File: config.mk
export PLATFORM = sky130hd
export DESIGN_NAME = pkt_tx_sequencer
export DESIGN_NICKNAME = d
export VERILOG_FILES = /design/src/rtl/pkt_seq_pkg.sv /design/src/rtl/pkt_seq_timer.sv /design/src/rtl/pkt_tx_sequencer.sv
export SDC_FILE = /design/constraint.sdc
export NUM_CORES = 1
export LEC_CHECK = 0
export ABC_AREA = 0
export CAP_MARGIN = 5
export CORE_MARGIN = 1
export CORE_UTILIZATION = 30
export CTS_CLUSTER_SIZE = 20
export DETAILED_ROUTE_END_ITERATION = 8
export GPL_ROUTABILITY_DRIVEN = 0
export PLACE_DENSITY = 0.58
export REMOVE_ABC_BUFFERS = 1
export SETUP_SLACK_MARGIN = 0.05
export SLEW_MARGIN = 10
export SYNTH_ARGS = -nofsm -noshare
export SYNTH_HDL_FRONTEND = slang
export SYNTH_SLANG_ARGS = --single-unit
File: constraint.sdc
create_clock -name i_PCLK -period 5 [get_ports i_PCLK]
set_input_delay 0.5 -clock i_PCLK [delete_from_list [all_inputs] [get_ports i_PCLK]]
set_output_delay 0.5 -clock i_PCLK [all_outputs]
set_load 0.005 [all_outputs]
File: src/rtl/pkt_seq_pkg.sv
// Shared types and constants for the framed-packet SPI transmit sequencer.
package pkt_seq_pkg;

    typedef enum logic [2:0] {
        ST_IDLE = 3'd0,
        ST_CFG  = 3'd1,
        ST_LOAD = 3'd2,
        ST_GO   = 3'd3,
        ST_WAIT = 3'd4,
        ST_GAP  = 3'd5,
        ST_DONE = 3'd6
    } seq_state_e;

    localparam logic [7:0] PREAMBLE_DEF  = 8'hFF;
    localparam int         CFG_SCK_LSB   = 0;
    localparam int         CFG_SLAVE_LSB = 2;
    localparam int         CFG_MODE_LSB  = 4;
    localparam int         FRAME_BYTES   = 9;
    localparam int         CNT_W         = 4;
    localparam int         TIMER_W       = 16;

    // Packs the SPI core CONFIG byte; the two top bits are reserved as zero.
    function automatic logic [7:0] build_cfg(input logic [1:0] mode,
                                             input logic [1:0] slave,
                                             input logic [1:0] sck);
        logic [7:0] cfg;
        cfg = 8'h00;
        cfg[CFG_MODE_LSB +: 2]  = mode;
        cfg[CFG_SLAVE_LSB +: 2] = slave;
        cfg[CFG_SCK_LSB +: 2]   = sck;
        return cfg;
    endfunction

endpackage

File: src/rtl/pkt_seq_timer.sv
// Loadable down-counter with a zero flag; time-shared by the inter-byte gap
// and the optional byte-done watchdog.
module pkt_seq_timer
    import pkt_seq_pkg::*;
(
    input  logic               clk,
    input  logic               rst_n,
    input  logic               load,
    input  logic [TIMER_W-1:0] load_val,
    input  logic               dec,
    output logic               zero
);

    logic [TIMER_W-1:0] count_r;

    // Count register: load wins over decrement, and the count saturates at zero.
    always_ff @(posedge clk or negedge rst_n) begin
        if (!rst_n) begin
            count_r <= {TIMER_W{1'b0}};
        end else if (load) begin
            count_r <= load_val;
        end else if (dec && (count_r != {TIMER_W{1'b0}})) begin
            count_r <= count_r - {{(TIMER_W-1){1'b0}}, 1'b1};
        end else begin
            count_r <= count_r;
        end
    end

    assign zero = (count_r == {TIMER_W{1'b0}});

endmodule

File: src/rtl/pkt_tx_sequencer.sv
// Drives CONFIG/TX/CMD strobes for a 9-byte preamble+payload frame into the SPI core.
// Optional byte-done watchdog is built when PKT_SEQ_TIMEOUT_EN is defined.
module pkt_tx_sequencer
    import pkt_seq_pkg::*;
#(
    parameter logic [7:0]  PREAMBLE = PREAMBLE_DEF,
    parameter int unsigned GAP_CYC  = 16
`ifdef PKT_SEQ_TIMEOUT_EN
    ,
    parameter int unsigned TIMEOUT_CYC = 4096
`endif
) (
    input  logic        i_PCLK,
    input  logic        i_PRESETn,
    input  logic        i_start,
    input  logic [63:0] i_pkt,
    input  logic [1:0]  i_mode,
    input  logic [1:0]  i_slave,
    input  logic [1:0]  i_sck,
    input  logic        i_abort,
    input  logic        i_byte_done,
    output logic        o_cfg_wr,
    output logic [7:0]  o_cfg_data,
    output logic        o_tx_wr,
    output logic [7:0]  o_tx_data,
    output logic        o_cmd_go,
    output logic        o_busy,
    output logic        o_done,
    output logic        o_err
);

    localparam logic               GAP_EN    = (GAP_CYC != 32'd0);
    localparam logic [TIMER_W-1:0] GAP_LOAD  = GAP_EN ? TIMER_W'(GAP_CYC - 32'd1) : {TIMER_W{1'b0}};
    localparam logic [CNT_W-1:0]   LAST_BYTE = CNT_W'(FRAME_BYTES - 1);
`ifdef PKT_SEQ_TIMEOUT_EN
    localparam logic [TIMER_W-1:0] TIMEOUT_LOAD = TIMER_W'(TIMEOUT_CYC - 32'd1);
`endif

    seq_state_e         state_r, fsm_next_s, next_s;
    logic [71:0]        frame_r;
    logic [CNT_W-1:0]   byte_cnt_r;
    logic [7:0]         cfg_data_r;
    logic               accept_s, advance_s, abort_s;
    logic               timer_load_s, timer_dec_s, timer_zero_s;
    logic [TIMER_W-1:0] timer_val_s;
    logic               cfg_wr_r, tx_wr_r, cmd_go_r, busy_r, done_r;
`ifdef PKT_SEQ_TIMEOUT_EN
    logic               err_s, err_r;
`endif

    pkt_seq_timer u_timer (
        .clk      (i_PCLK),
        .rst_n    (i_PRESETn),
        .load     (timer_load_s),
        .load_val (timer_val_s),
        .dec      (timer_dec_s),
        .zero     (timer_zero_s)
    );

    assign abort_s = i_abort && (state_r != ST_IDLE);

    // Next-state and timer control; abort overrides whatever the state decided.
    always_comb begin
        fsm_next_s   = state_r;
        accept_s     = 1'b0;
        advance_s    = 1'b0;
        timer_load_s = 1'b0;
        timer_val_s  = {TIMER_W{1'b0}};
        timer_dec_s  = 1'b0;
`ifdef PKT_SEQ_TIMEOUT_EN
        err_s        = 1'b0;
`endif
        case (state_r)
            ST_IDLE: begin
                if (i_start) begin
                    fsm_next_s = ST_CFG;
                    accept_s   = 1'b1;
                end else begin
                    fsm_next_s = ST_IDLE;
                end
            end
            ST_CFG:  fsm_next_s = ST_LOAD;
            ST_LOAD: fsm_next_s = ST_GO;
            ST_GO: begin
                fsm_next_s = ST_WAIT;
`ifdef PKT_SEQ_TIMEOUT_EN
                timer_load_s = 1'b1;
                timer_val_s  = TIMEOUT_LOAD;
`endif
            end
            ST_WAIT: begin
                if (i_byte_done) begin
                    if (byte_cnt_r == LAST_BYTE) begin
                        fsm_next_s = ST_DONE;
                    end else if (GAP_EN) begin
                        advance_s    = 1'b1;
                        fsm_next_s   = ST_GAP;
                        timer_load_s = 1'b1;
                        timer_val_s  = GAP_LOAD;
                    end else begin
                        advance_s  = 1'b1;
                        fsm_next_s = ST_CFG;
                    end
                end else begin
`ifdef PKT_SEQ_TIMEOUT_EN
                    if (timer_zero_s) begin
                        fsm_next_s = ST_IDLE;
                        err_s      = 1'b1;
                    end else begin
                        timer_dec_s = 1'b1;
                    end
`else
                    fsm_next_s = ST_WAIT;
`endif
                end
            end
            ST_GAP: begin
                if (timer_zero_s) begin
                    fsm_next_s = ST_CFG;
                end else begin
                    timer_dec_s = 1'b1;
                end
            end
            ST_DONE: fsm_next_s = ST_IDLE;
            default: fsm_next_s = ST_IDLE;
        endcase
        if (abort_s) begin
            next_s = ST_IDLE;
        end else begin
            next_s = fsm_next_s;
        end
    end

    // State register.
    always_ff @(posedge i_PCLK or negedge i_PRESETn) begin
        if (!i_PRESETn) begin
            state_r <= ST_IDLE;
        end else begin
            state_r <= next_s;
        end
    end

    // Frame, byte counter and CONFIG latch; all hold while idle.
    always_ff @(posedge i_PCLK or negedge i_PRESETn) begin
        if (!i_PRESETn) begin
            frame_r    <= 72'h0;
            byte_cnt_r <= {CNT_W{1'b0}};
            cfg_data_r <= 8'h00;
        end else if (accept_s) begin
            frame_r    <= {PREAMBLE, i_pkt};
            byte_cnt_r <= {CNT_W{1'b0}};
            cfg_data_r <= build_cfg(i_mode, i_slave, i_sck);
        end else if (advance_s && !abort_s) begin
            frame_r    <= {frame_r[63:0], 8'h00};
            byte_cnt_r <= byte_cnt_r + {{(CNT_W-1){1'b0}}, 1'b1};
        end else begin
            frame_r    <= frame_r;
            byte_cnt_r <= byte_cnt_r;
            cfg_data_r <= cfg_data_r;
        end
    end

    // Strobes decoded from the next state so each lands in its own state's cycle.
    always_ff @(posedge i_PCLK or negedge i_PRESETn) begin
        if (!i_PRESETn) begin
            cfg_wr_r <= 1'b0;
            tx_wr_r  <= 1'b0;
            cmd_go_r <= 1'b0;
            busy_r   <= 1'b0;
            done_r   <= 1'b0;
        end else begin
            cfg_wr_r <= (next_s == ST_CFG);
            tx_wr_r  <= (next_s == ST_LOAD);
            cmd_go_r <= (next_s == ST_GO);
            busy_r   <= (next_s != ST_IDLE);
            done_r   <= (next_s == ST_DONE);
        end
    end

`ifdef PKT_SEQ_TIMEOUT_EN
    // Watchdog expiry pulse; suppressed when an abort arrives in the same cycle.
    always_ff @(posedge i_PCLK or negedge i_PRESETn) begin
        if (!i_PRESETn) begin
            err_r <= 1'b0;
        end else begin
            err_r <= err_s && !abort_s;
        end
    end
    assign o_err = err_r;
`else
    assign o_err = 1'b0;
`endif

    assign o_cfg_wr   = cfg_wr_r;
    assign o_cfg_data = cfg_data_r;
    assign o_tx_wr    = tx_wr_r;
    assign o_tx_data  = frame_r[71:64];
    assign o_cmd_go   = cmd_go_r;
    assign o_busy     = busy_r;
    assign o_done     = done_r;

endmodule

**Word level (Yosys, flattened, before mapping)**

Index checks and enable logic that the tools add are counted.

- Add/sub/neg operators: 2
- Equality and inequality tests: 10
- Muxes and demuxes: 22
- Reduce and logical (&&, ||, !) cells: 11

Operators by type and width:

| kind | count |
|---|---|
| 2-to-1 mux 72 bit | 2 |
| 2-to-1 mux 16 bit | 2 |
| 2-to-1 mux 4 bit | 5 |
| one-hot mux 3 bit (6 select lines) | 1 |
| zero test 16 bit | 1 |
| nonzero test 16 bit | 1 |
| subtractor 16 x 1 -> 16 bit, second input constant | 1 |
| equality test 3 x 2 -> 1 bit, second input constant | 4 |
| equality test 3 bit, second input constant | 3 |
| 2-to-1 mux 3 bit | 3 |
| 2-to-1 mux 1 bit | 8 |
| equality test 3 x 1 -> 1 bit, second input constant | 2 |
| nonzero test 3 bit | 2 |
| adder 4 x 1 -> 4 bit, second input constant | 1 |
| equality test 4 bit, second input constant | 1 |
| nonzero test 2 bit | 2 |
| logical AND 1 bit | 3 |
| zero test 3 bit | 1 |
| 2-to-1 mux 2 bit | 1 |
| zero test 1 bit | 1 |

- Register bits: 106
- Input port bits: 75
- Output and inout bits: 22
- Word-level logic and storage cells: 55

**Depth between registers and ports, before layout**

- Depth after elaboration: 7
- Mapped depth: 8
- Depth with buffers taken out: 6

**Modules after synthesis**

A second synthesis with hierarchy kept.

- Cells, all modules: 484
- Area, all modules: 5103.6 um^2

By module, submodules not included:

| module | instances | cells each | area an instance (um^2) | sequential area each (um^2) |
|---|---|---|---|---|
| pkt_tx_sequencer | 1 | 360 | 4040.1 | 2252.2 |
| pkt_seq_timer | 1 | 124 | 1063.5 | 400.4 |

**Least setup slack after synthesis**

OpenSTA, ideal clock, no wires.

- Path type: register to register
- Start point: register state_r[0]
- End point: register frame_r[22]
- Setup time: 0.125 ns
- Arrival: 1.822 ns
- Data required time: 4.875 ns
- Setup slack: 3.053 ns
- Cell stages (with the launch flop): 8
- Buffers on the path: 3
- Period minus slack after synthesis: 1.947 ns
- Cells stage by stage: dfrtp_1 buf_4 nor3_2 and2_1 buf_4 buf_2 mux2_1 mux2_2

- Longest elaborated chain between the ends: 5
- Elaborated cells on any way between the ends: 10
- Those cells by class: 1 x eq/ne; 3 x mux; 6 x reduce/logical

Ends and longest elaborated chain:

| element | line | source |
|---|---|---|
| start, declared | pkt_tx_sequencer.sv:39 | `seq_state_e state_r, fsm_next_s, next_s;` |
| start signal, assigned | pkt_tx_sequencer.sv:139 | `state_r <= next_s;` |
| nonzero test 3 bit | pkt_tx_sequencer.sv:60 | `assign abort_s = i_abort && (state_r != ST_IDLE);` |
| logical AND 1 bit | pkt_tx_sequencer.sv:60 |  |
| zero test 1 bit | pkt_tx_sequencer.sv:153 | `end else if (advance_s && !abort_s) begin` |
| logical AND 1 bit | pkt_tx_sequencer.sv:153 |  |
| nonzero test 2 bit (no source line) | n/a |  |
| end signal, assigned | pkt_tx_sequencer.sv:150 | `frame_r <= {PREAMBLE, i_pkt};` |
| end signal, assigned | pkt_tx_sequencer.sv:154 | `frame_r <= {frame_r[63:0], 8'h00};` |
| end signal, assigned | pkt_tx_sequencer.sv:157 | `frame_r <= frame_r;` |
| end, declared | pkt_tx_sequencer.sv:40 | `logic [71:0] frame_r;` |

Parallel ways exist; a longest one is shown, timed or not.
A chain may end at the register's enable or synchronous reset.

**Final worst setup path**

- Start point: register state_r[2]
- End point: register frame_r[12]

The elaborated chain is that of the path after synthesis.

==> summary.md <==
| Metric | Value |
|---|---|
| Mean Syn Cell Area | `12.73 um^2` |
| Num rows | `47` |
| Core Region | `16820 um^2` |
| CTS resizes | `0` |
| Startpoint Class | `flop` |
| WL met3 | `855 um` |
| Fin crit share | `0.5506` |
| Synth top area cells | `dfrtp_1, mux2_2, mux2_1` |
| H-tree levels | `3` |
| Worst R2R Path Depth | `5` |
| Layout area overhead | `24.25%` |
| Synth warn | `0` |
| Die height | `134.1 um` |
| Cells after synthesis | `411` |
| Synthesized area | `5231 um^2` |
| Global-route wire length before repair | `17950 um` |
| Distinct cells, synth | `55` |
| Clk_lat worst skew | `350 ps` |
| Asr flop ratio synth | `1.000` |
| Setup-failing EPs final | `0` |
| Max Cap Viol | `0` |
| Worst R2R End | `frame_r[12]` |
| Cts hold-fix bufs | `0` |
| Hpwl dp | `7219 um` |
| Area leader, netlist | `dfrtp_1` |
| Crit path capture type | `flop` |
| Post-CTS setup buffer count | `0` |
| Fin Setup TNS | `0 ps` |
| Worst path required time | `5240 ps` |
| Final hold violations | `0` |
| Aggregate global-route resource usage | `0.1273` |
| Crit Path Max Fanout | `66` |
| Sequential fraction of the synthesis area | `0.5071` |
| Reg-to-reg setup timing slack | `2250 ps` |
| CP Class | `flop to flop` |
| Register bit count reported by yosys | `106` |
| Max-slew violation count | `0` |
| Via density | `4.827` |
| Initial Utilization | `0.3110` |
| Met2 WL | `5104 um` |
| Post-synth EDFFs | `0` |
| Crit path DAT | `2990 ps` |
| Synth Flop Type | `dfrtp_1` |
| Die Wd | `134.1 um` |
| Worst slew pin tran | `1045 ps` |
| Largest net degree at the start of global routing | `74` |
| Final antenna-violating net count | `0` |
| Wire per inst | `15.14 um` |
| Proportion of layout cells with a drive suffix above 1 | `0.1816` |
| WL final | `10750 um` |
| Tmin final | `2753 ps` |
| Initial antenna violation count | `0` |
| Nets | `564` |
| Fill cells | `1634` |
| Root Buffer | `clkbuf_16` |
| Relative slew slack | `0.3016` |
| Post-place setup slack | `1930 ps` |
| TritonCTS Sinks | `106` |
| FMAX | `0.3632 GHz` |
| Worst-path clk slew | `70 ps` |
| RSZ-0062 raised after global routing | `false` |
| Vias in the first global route | `3571` |
| CTS Buffer Depth | `2` |
| I/O Buffers | `93` |
| Worst vdd ir | `0.0002683 V` |
| Skew final | `6.077 ps` |
| CTS tree | `yes` |
| Register cell area after layout | `2653 um^2` |
| Post-synth top area share | `0.5071` |
| Die ar. | `17970 um^2` |
| Worst setup margin | `2247 ps` |
| Run status | `completed` |
| Power Density | `530.7 nW/um^2` |
| M1 wire length | `4694 um` |
| Ant. Diodes | `0` |
| Total CTS buffers | `9` |
| I/O pin count | `97` |
| DR iter-0 viols | `139` |
| Uppermost layer routed | `met4` |
| Leak | `2.701 nW` |
| DR DRC count | `0` |
| Most frequent cells after synthesis | `dfrtp_1, mux2_2, mux2_1, nand2_1, buf_4` |
| Hold Path Class | `input pin to async pin` |
| Worst R2R Start | `state_r[2]` |
| Area of the multi-input gates | `2335 um^2` |
| Most frequent cell after synthesis | `dfrtp_1` |
| DR pass1 iterations | `4` |
| DR vias | `3427` |
| Grt total ovfl | `0` |
[power by group]
part | total, mW | leakage [nW] | internal, mW | switching, mW
Sequential | 1.49 | 1.28 | 1.25 | 0.242
Combinational | 1.30 | 1.29 | 0.783 | 0.514
Clock | 0.664 | 0.130 | 0.341 | 0.322
Total | 3.45 | 2.70 | 2.37 | 1.08
[logic make-up (layout without fill, tap and decap cells)]
| kind of cell | after synthesis | after routing | share of synthesized area |
|---|---|---|---|
| other | 1 | 3 | 0.0007168 |
| xor gates and xnor gates | 2 | 2 | 0.003349 |
| muxes | 125 | 125 | 0.2660 |
| adders and majority gates | 4 | 4 | 0.009567 |
| DFF | 106 | 106 | 0.5071 |
| AOI/OAI and AO/OA | 44 | 44 | 0.06793 |
| and+or+nand+nor | 89 | 89 | 0.09472 |
| buffers and inverters | 40 | 117 | 0.05070 |
[metal layers]
layer | GRT usage | vias to the layer above
met2 | 0.2006 | 84
li1 | - | 1627
met4 | 0.03433 | 0
met3 | 0.05820 | 9
met1 | 0.1567 | 1707
met5 | 0 | -
[sequential cells by signal, summed over array words and instances, names as in the netlist]
name,flops
frame_r,72
o_cmd_go,1
o_cfg_data,6
o_cfg_wr,1
o_tx_wr,1
u_timer.count_r,16
o_done,1
byte_cnt_r,4
state_r,3
o_busy,1
[worst max path at each step]
| stage | start | endpoint | slack, ps |
|---|---|---|---|
| after detailed placement | i_byte_done | frame_r[51] | 1930 |
| after global routing | state_r[0] | frame_r[12] | 2090 |
| final | state_r[2] | frame_r[12] | 2250 |
| after floorplan | state_r[0] | frame_r[10] | 330 |
| after CTS | state_r[0] | frame_r[51] | 2260 |
| after global placement | i_byte_done | frame_r[31] | 1960 |
[metrics by stage]
stage | cell area [um^2] | hold slack, ps | utilization | power, mW | std cells
finish | 6500 | 168.2 | 0.3865 | 3.450 | 710
global route | 6500 | 219.4 | 0.3865 | 3.711 | 710
CTS | 6500 | 202.0 | 0.3865 | 3.503 | 710
detailed placement | 6228 | 462.9 | 0.3703 | 2.819 | 694
global placement | 6228 | 457.4 | 0.3703 | 2.761 | 694
floorplan | 4996 | 204.4 | - | 2.391 | 379
[final cells by class]
class,count,area share
multi-input cells,267,0.3592
clock buffers,11,0.03580
repair buffers,95,0.1451
clock inverters,5,0.005967
flip-flops and latches,106,0.4081
inverters,6,0.003465
well taps,220,0.04235
[critical path, cell delays in order (launching register included)]
cell and delay [ps]:
dfrtp_1 600, and4bb_2 310, nand2_1 380, a21boi_4 240, buf_4 650, mux2_2 410
[cell usage in the layout, fill, tap and decap left out, types with 4 or more instances in the layout]
cell             count
nand2_1             35
a21oi_1              4
mux2i_1             13
inv_1                6
mux2_2              58
mux2_1              54
nor4_1               6
o211ai_1             4
o22a_1               8
nor2_1               8
nor3_1               7
dfrtp_1            106
ha_1                 4
or4_1                4
clkdlybuf4s50_1     92
a22o_1               8
clkbuf_16            9
Power figures use the tool's default switching activity.
